`src/rtl/adc_sequencer.sv`:
```
// Multiplexed-ADC sweep sequencer with Wishbone control/status registers.
// Optional: define ADC_SEQ_AVG_EN to convert every enabled channel four times and report the truncated mean.
`timescale 1ns/1ps
module adc_sequencer #(
    parameter int NUM_CHANS     = 32,
    parameter int SETTLE_CYCLES = 16,
    parameter int CONV_TIMEOUT  = 255
) (
    input  logic        wb_clk_i,
    input  logic        wb_rst_n_i,
    input  logic        wb_cyc_i,
    input  logic        wb_stb_i,
    input  logic        wb_we_i,
    input  logic [15:0] wb_adr_i,
    input  logic [15:0] wb_dat_i,
    output logic [15:0] wb_dat_o,
    output logic        wb_ack_o,
    output logic [4:0]  adc_mux_sel,
    output logic        adc_start,
    input  logic        adc_done,
    input  logic [11:0] adc_data,
    output logic        adc_strb,
    output logic [4:0]  adc_channel,
    output logic [11:0] adc_result
);

    typedef enum logic [2:0] {
        S_IDLE,
        S_SETTLE,
        S_CONV,
        S_EMIT,
        S_WAIT
    } state_t;

    localparam logic [4:0]  LAST_CHAN   = 5'(NUM_CHANS - 1);
    localparam logic [15:0] SETTLE_LAST = 16'(SETTLE_CYCLES - 1);
    localparam logic [15:0] CONV_LAST   = 16'(CONV_TIMEOUT - 1);

    state_t      r_state;
    logic [4:0]  r_chan;
    logic [15:0] r_cnt;
    logic [31:0] r_mask_sh;
    logic [15:0] r_period_sh;
    logic [4:0]  r_mux_sel;
    logic        r_adc_start;
    logic        r_adc_strb;
    logic [4:0]  r_adc_channel;
    logic [11:0] r_adc_result;

    logic        r_enable;
    logic        r_oneshot;
    logic [31:0] r_mask;
    logic [15:0] r_period;
    logic [14:0] r_sweep_cnt;
    logic [15:0] r_timeout_cnt;
    logic        r_ack;
    logic [15:0] r_dat_o;

    logic        w_wb_access;
    logic        w_wb_write;
    logic        w_busy;
    logic        w_sweep_end;
    logic        w_timeout;
    logic        w_conv_fin;
    logic [11:0] w_conv_val;
    logic        w_begin_sweep;
    logic [4:0]  w_next_chan;
    logic [15:0] w_rd_data;

`ifdef ADC_SEQ_AVG_EN
    logic [13:0] r_sum;
    logic [1:0]  r_avg_idx;
    logic [13:0] w_sum_next;

    assign w_sum_next = r_sum + {2'b00, adc_data};
    assign w_conv_fin = (adc_done && (r_avg_idx == 2'd3)) || w_timeout;
    assign w_conv_val = w_timeout ? 12'hFFF : w_sum_next[13:2];
`else
    assign w_conv_fin = adc_done || w_timeout;
    assign w_conv_val = adc_done ? adc_data : 12'hFFF;
`endif

    assign w_wb_access = wb_cyc_i && wb_stb_i && !r_ack;
    assign w_wb_write  = w_wb_access && wb_we_i;
    assign w_busy      = (r_state != S_IDLE);
    assign w_sweep_end = (r_state == S_EMIT) && (r_chan == LAST_CHAN);
    assign w_timeout   = (r_state == S_CONV) && !adc_done && (r_cnt == CONV_LAST);
    assign w_next_chan = r_chan + 5'd1;

    // A new sweep starts from IDLE, after the inter-sweep wait, or straight from the last beat when PERIOD is 0.
    assign w_begin_sweep = ((r_state == S_IDLE) && (r_enable || r_oneshot))
                        || ((r_state == S_WAIT) && r_enable && (r_cnt >= r_period_sh))
                        || (w_sweep_end && r_enable && (r_period_sh == 16'd0));

    always_comb begin
        // NOTE: default assignment first, so no path through the case leaves w_rd_data unassigned (no latch).
        w_rd_data = 16'h0000;
        case (wb_adr_i)
            16'd0:   w_rd_data = {14'h0000, r_oneshot, r_enable};
            16'd1:   w_rd_data = r_mask[15:0];
            16'd2:   w_rd_data = r_mask[31:16];
            16'd3:   w_rd_data = r_period;
            16'd4:   w_rd_data = {r_sweep_cnt, w_busy};
            16'd5:   w_rd_data = r_timeout_cnt;
            default: w_rd_data = 16'h0000;
        endcase
    end

    always_ff @(posedge wb_clk_i or negedge wb_rst_n_i) begin
        if (!wb_rst_n_i) begin
            r_ack         <= 1'b0;
            r_dat_o       <= '0;
            r_enable      <= 1'b0;
            r_oneshot     <= 1'b0;
            r_mask        <= '1;
            r_period      <= '0;
            r_sweep_cnt   <= '0;
            r_timeout_cnt <= '0;
        end else begin
            // NOTE: non-blocking assignments throughout, so every register samples pre-edge values.
            r_ack <= w_wb_access;
            if (w_wb_access) r_dat_o <= w_rd_data;
            if (w_wb_write) begin
                case (wb_adr_i)
                    16'd0: begin
                        r_enable  <= wb_dat_i[0];
                        r_oneshot <= wb_dat_i[1];
                    end
                    16'd1:   r_mask[15:0]  <= wb_dat_i;
                    16'd2:   r_mask[31:16] <= wb_dat_i;
                    16'd3:   r_period      <= wb_dat_i;
                    default: ;
                endcase
            end
            if (w_sweep_end) begin
                r_oneshot   <= 1'b0;
                r_sweep_cnt <= r_sweep_cnt + 15'd1;
            end
            if (w_wb_write && (wb_adr_i == 16'd5))
                r_timeout_cnt <= '0;
            else if (w_timeout && (r_timeout_cnt != 16'hFFFF))
                r_timeout_cnt <= r_timeout_cnt + 16'd1;
        end
    end

    always_ff @(posedge wb_clk_i or negedge wb_rst_n_i) begin
        if (!wb_rst_n_i) begin
            r_state       <= S_IDLE;
            r_chan        <= '0;
            r_cnt         <= '0;
            r_mask_sh     <= '1;
            r_period_sh   <= '0;
            r_mux_sel     <= '0;
            r_adc_start   <= 1'b0;
            r_adc_strb    <= 1'b0;
            r_adc_channel <= '0;
            r_adc_result  <= '0;
`ifdef ADC_SEQ_AVG_EN
            r_sum         <= '0;
            r_avg_idx     <= '0;
`endif
        end else begin
            r_adc_start <= 1'b0;
            r_adc_strb  <= 1'b0;
            case (r_state)
                S_IDLE: r_chan <= '0;
                S_SETTLE: begin
                    if (r_cnt == SETTLE_LAST) begin
                        r_state     <= S_CONV;
                        r_adc_start <= 1'b1;
                        r_cnt       <= '0;
`ifdef ADC_SEQ_AVG_EN
                        r_sum       <= '0;
                        r_avg_idx   <= '0;
`endif
                    end else begin
                        r_cnt <= r_cnt + 16'd1;
                    end
                end
                S_CONV: begin
                    r_cnt <= r_cnt + 16'd1;
                    if (w_conv_fin) begin
                        r_state       <= S_EMIT;
                        r_adc_strb    <= 1'b1;
                        r_adc_channel <= r_chan;
                        r_adc_result  <= w_conv_val;
                    end
`ifdef ADC_SEQ_AVG_EN
                    else if (adc_done) begin
                        r_sum       <= w_sum_next;
                        r_avg_idx   <= r_avg_idx + 2'd1;
                        r_adc_start <= 1'b1;
                        r_cnt       <= '0;
                    end
`endif
                end
                S_EMIT: begin
                    if (r_chan == LAST_CHAN) begin
                        r_state <= r_enable ? S_WAIT : S_IDLE;
                        r_cnt   <= 16'd1;
                    end else begin
                        r_chan <= w_next_chan;
                        r_cnt  <= '0;
                        if (r_mask_sh[w_next_chan]) begin
                            r_state   <= S_SETTLE;
                            r_mux_sel <= w_next_chan;
                        end else begin
                            r_adc_strb    <= 1'b1;
                            r_adc_channel <= w_next_chan;
                            r_adc_result  <= '0;
                        end
                    end
                end
                S_WAIT: begin
                    if (!r_enable) r_state <= S_IDLE;
                    else           r_cnt   <= r_cnt + 16'd1;
                end
                default: r_state <= S_IDLE;
            endcase

            // Sweep start overrides the per-state updates above; mask and period are frozen here.
            if (w_begin_sweep) begin
                r_mask_sh   <= r_mask;
                r_period_sh <= r_period;
                r_chan      <= '0;
                r_cnt       <= '0;
                if (r_mask[0]) begin
                    r_state   <= S_SETTLE;
                    r_mux_sel <= '0;
                end else begin
                    r_state       <= S_EMIT;
                    r_adc_strb    <= 1'b1;
                    r_adc_channel <= '0;
                    r_adc_result  <= '0;
                end
            end
        end
    end

    assign wb_ack_o    = r_ack;
    assign wb_dat_o    = r_dat_o;
    assign adc_mux_sel = r_mux_sel;
    assign adc_start   = r_adc_start;
    assign adc_strb    = r_adc_strb;
    assign adc_channel = r_adc_channel;
    assign adc_result  = r_adc_result;

endmodule

```
`config.mk`:
```
export PLATFORM = sky130hd
export DESIGN_NAME = adc_sequencer
export DESIGN_NICKNAME = d
export VERILOG_FILES = /design/src/rtl/adc_sequencer.sv
export SDC_FILE = /design/constraint.sdc
export NUM_CORES = 1
export LEC_CHECK = 0
export ABC_CLOCK_PERIOD_IN_PS = 3320
export BUFFER_PORTS_ARGS = -buffer_cell sky130_fd_sc_hd__buf_4
export CAP_MARGIN = 20
export CELL_PAD_IN_SITES_DETAIL_PLACEMENT = 2
export CELL_PAD_IN_SITES_GLOBAL_PLACEMENT = 2
export CORE_MARGIN = 5
export CORE_UTILIZATION = 40
export CTS_CLUSTER_DIAMETER = 200
export DETAILED_ROUTE_END_ITERATION = 8
export GPL_ROUTABILITY_DRIVEN = 0
export HOLD_SLACK_MARGIN = 0.05
export MAX_ROUTING_LAYER = met4
export PLACE_DENSITY_LB_ADDON = 0.1
export SLEW_MARGIN = 15
export SYNTH_ARGS = -nofsm -noshare
export SYNTH_HDL_FRONTEND = slang
export SYNTH_SLANG_ARGS = --single-unit
```
`constraint.sdc`:
```
create_clock -name wb_clk_i -period 3.32 [get_ports wb_clk_i]
set_input_delay 0.166 -clock wb_clk_i [delete_from_list [all_inputs] [get_ports wb_clk_i]]
set_output_delay 0.166 -clock wb_clk_i [all_outputs]
set_load 0.02 [all_outputs]
```
==> reports/results.ini <==
[sta]
setup_tns_ns=0
finalSetupViolCount=0
worst_slew_pin_slew_ns=0.9079
finalCriticalPeriod_ns=3.163
skew_ns=0.02098
max_freq_mhz=316.2
rsz0062_at_grt=false
period_share_pct=95.26
slew_violations=0
hold_violations=0
timing.slew.headroom_pct=39.25

[clock_network]
root_buffer=clkbuf_16
htree_levels=4
path_clk_slew_ns=0.09
cts.path.max_buffers=2
cts_tree=yes
post-cts-setup-buffers=0
cts_buffers=17
clock_latency_ns=0.45
cts_sinks=194

[drt]
dr.pass1.iters=6
wl_mm=35.02
ant_nets=0
viasPerCell=5.829
drc_errors=0
drtIter0Drc=517
vias=7741
avgRoutedWirePerCell_um=26.37

[run_status]
status=completed

[grt]
met1_usage_pct=33.85
grt_antenna_before_repair=0
grt_pass1_wl_mm=54.25
grt_max_degree=102
gr-usage-met2_pct=45.62
grt.busiest_layer=met2
grt.total_usage_pct=27.09
grt.overflow.total=0
use_met3_pct=3.301
first_global_vias=8801

[layout]
layout-drive-gt1-share_pct=31.52
antennaDiodeCount=0
final_nets=1068
post-route-util_pct=49.60
postLayoutCellArea_um2=11710
layout_commonest_cell=dfrtp_1
syn_to_final_growth_pct=21.29
layout_common_cells=130 x dfrtp_1, 114 x buf_4, 88 x mux2_2

[synthesis]
yosysUniqueCellTypes=73
synth_area_per_cell_um2=11.01
ys_async_sr_fraction_pct=100.0
synth_warnings=0
synth_edf_count=0
synthTopCellsByArea=dfrtp_1 34%, dfstp_2 17%, mux2_2 10%
yosysTopAreaCell=dfrtp_1
synthesis.nets=949
synth_area_um2=9656
ys_dominant_reg_cell=dfrtp_1
yosysTopAreaCellShare_pct=33.69
yosysSeqAreaShare_pct=51.11
ys_seq_elements=194
syn_inst=877

[critical_path]
path_delay_family=multiplexers
path_cells=ha_1, inv_1, mux4_1, mux2i_1, nor2_1, o21ai_2, mux2i_1, a21oi_1
max_stage_delay_ns=0.68
crit_fanout=7
cp_slowest_cell=mux4_1
crit_path_end_kind=register
worstPathRequired_ns=3.64
start_kind=register
path_buf_inv=1
path_common_cell=mux2i_1
crit_arrival_ns=3.48
critical_path_class=reg -> reg

[die]
dieArea_um2=27350
start_util_pct=40.89
coreArea_um2=23610
ios=91
rows=56
die_y_um=165.4
die_w_um=165.4

[power]
pwr_density_cell_nw_per_um2=544.3
total_power_mw=6.374
power.static_leakage_nw=5.246
ir_worst_vdd_uv=274.5

[placement]
placed_area_um2=10790
portBuffers=90
dpl.hpwl_mm=23.80

[hold_path]
worstHoldPathType=in -> reg

[flow_run]
cap_violations=0

metrics by stage:
step,hold slack (ns),cells,setup slack (ns)
detailed placement,0.3475,1268,0.2931
finish,0.1106,1328,0.1573
floorplan,-0.1296,877,0.6382
global route,0.1021,1328,0.03639
CTS,0.05399,1327,0.1635
global placement,0.3360,1268,0.4325
worst paths after layout:
check | start | end | slack, ns | cells after the start
max in group asynchronous | wb_rst_n_i | r_mask[19] | 1.95 | 3
min in group asynchronous | wb_rst_n_i | r_cnt[8] | 0.38 | 2
hold / removal | adc_data[5] | adc_result[5] | 0.11 | 3
setup reg to reg | r_chan[1] | adc_mux_sel[2] | 0.16 | 8
setup / recovery | r_chan[1] | adc_mux_sel[2] | 0.16 | 8
hold reg to reg | wb_dat_o[3] | wb_dat_o[3] | 0.50 | 2
worst register-to-register path: stages, from the launching register on:
cell,delay (ns)
dfrtp_1,0.43
ha_1,0.40
inv_1,0.28
mux4_1,0.69
mux2i_1,0.39
nor2_1,0.24
o21ai_2,0.31
mux2i_1,0.26
a21oi_1,0.06
synthesized netlist by cell type (all sizes together), types with 3 or more instances:
cell type  instances
a21oi             24
mux4               6
nand2             68
nor3              28
inv               34
nand3             34
and4               3
buf               12
xnor2             21
nor4              16
nand4             12
xor2              12
ha                22
a31oi              4
o211ai             4
dfrtp            130
clkbuf            33
a211oi             7
mux2              93
o21ai             72
and3              18
or3                3
nand3b             4
o22ai             15
nor2b              4
a222oi            13
nor2              46
a21o               5
dfstp             64
o311ai             3
mux2i             23
o21a               7
sequential cells by signal, indices dropped and copies added, names as in the netlist, 12 cells and up:
name and count:
r_period 16, adc_result 12, r_mask 32, r_cnt 16, r_mask_sh 32, r_period_sh 16
r_sweep_cnt 15, wb_dat_o 16, r_timeout_cnt 16
cell type report:
type | count | area (um2)
Clock buffer | 17 | 425.4
Clock inverter | 15 | 202.7
Fill cell | 2393 | 11900
Inverter | 34 | 127.6
Multi-Input combinational cell | 604 | 4432
Sequential cell | 194 | 4935
Tap cell | 319 | 399.1
Timing Repair Buffer | 145 | 1190
repair_timing:
| action | in CTS | in global routing |
|---|---|---|
| resized for setup | 0 | 1 |
| hold buffers | 27 | 1 |
| endpoints found under the hold margin | 150 | 1 |
| endpoints found under the setup margin | 0 | 1 |
power breakdown:
part / switching (mW) / internal (mW)
combinational: 0.903 / 0.572
clock: 1.18 / 1.05
sequential: 0.161 / 2.50
total: 2.25 / 4.13
per-layer routing:
metal  share of wire [%]  routed length [um]
met1                  43               14960
met2                  51               17780
met3                 2.9                1022
met4                 3.6                1261
met5                   0                   0
kinds of logic (layout without fill, tap and decap cells):
| logic type | after synthesis | count (layout) | share of synthesized area, % |
|---|---|---|---|
| XOR/XNOR | 33 | 33 | 3.149 |
| AO/OA/AOI/OAI | 176 | 176 | 11.78 |
| adder cells (fa/ha/maj) | 22 | 22 | 2.851 |
| buffers and inverters | 79 | 211 | 3.240 |
| multiplexers | 122 | 122 | 14.75 |
| flip-flops | 194 | 194 | 51.11 |
| AND/OR/NAND/NOR | 251 | 251 | 13.13 |
No activity file was read; power rests on OpenSTA's default activity.
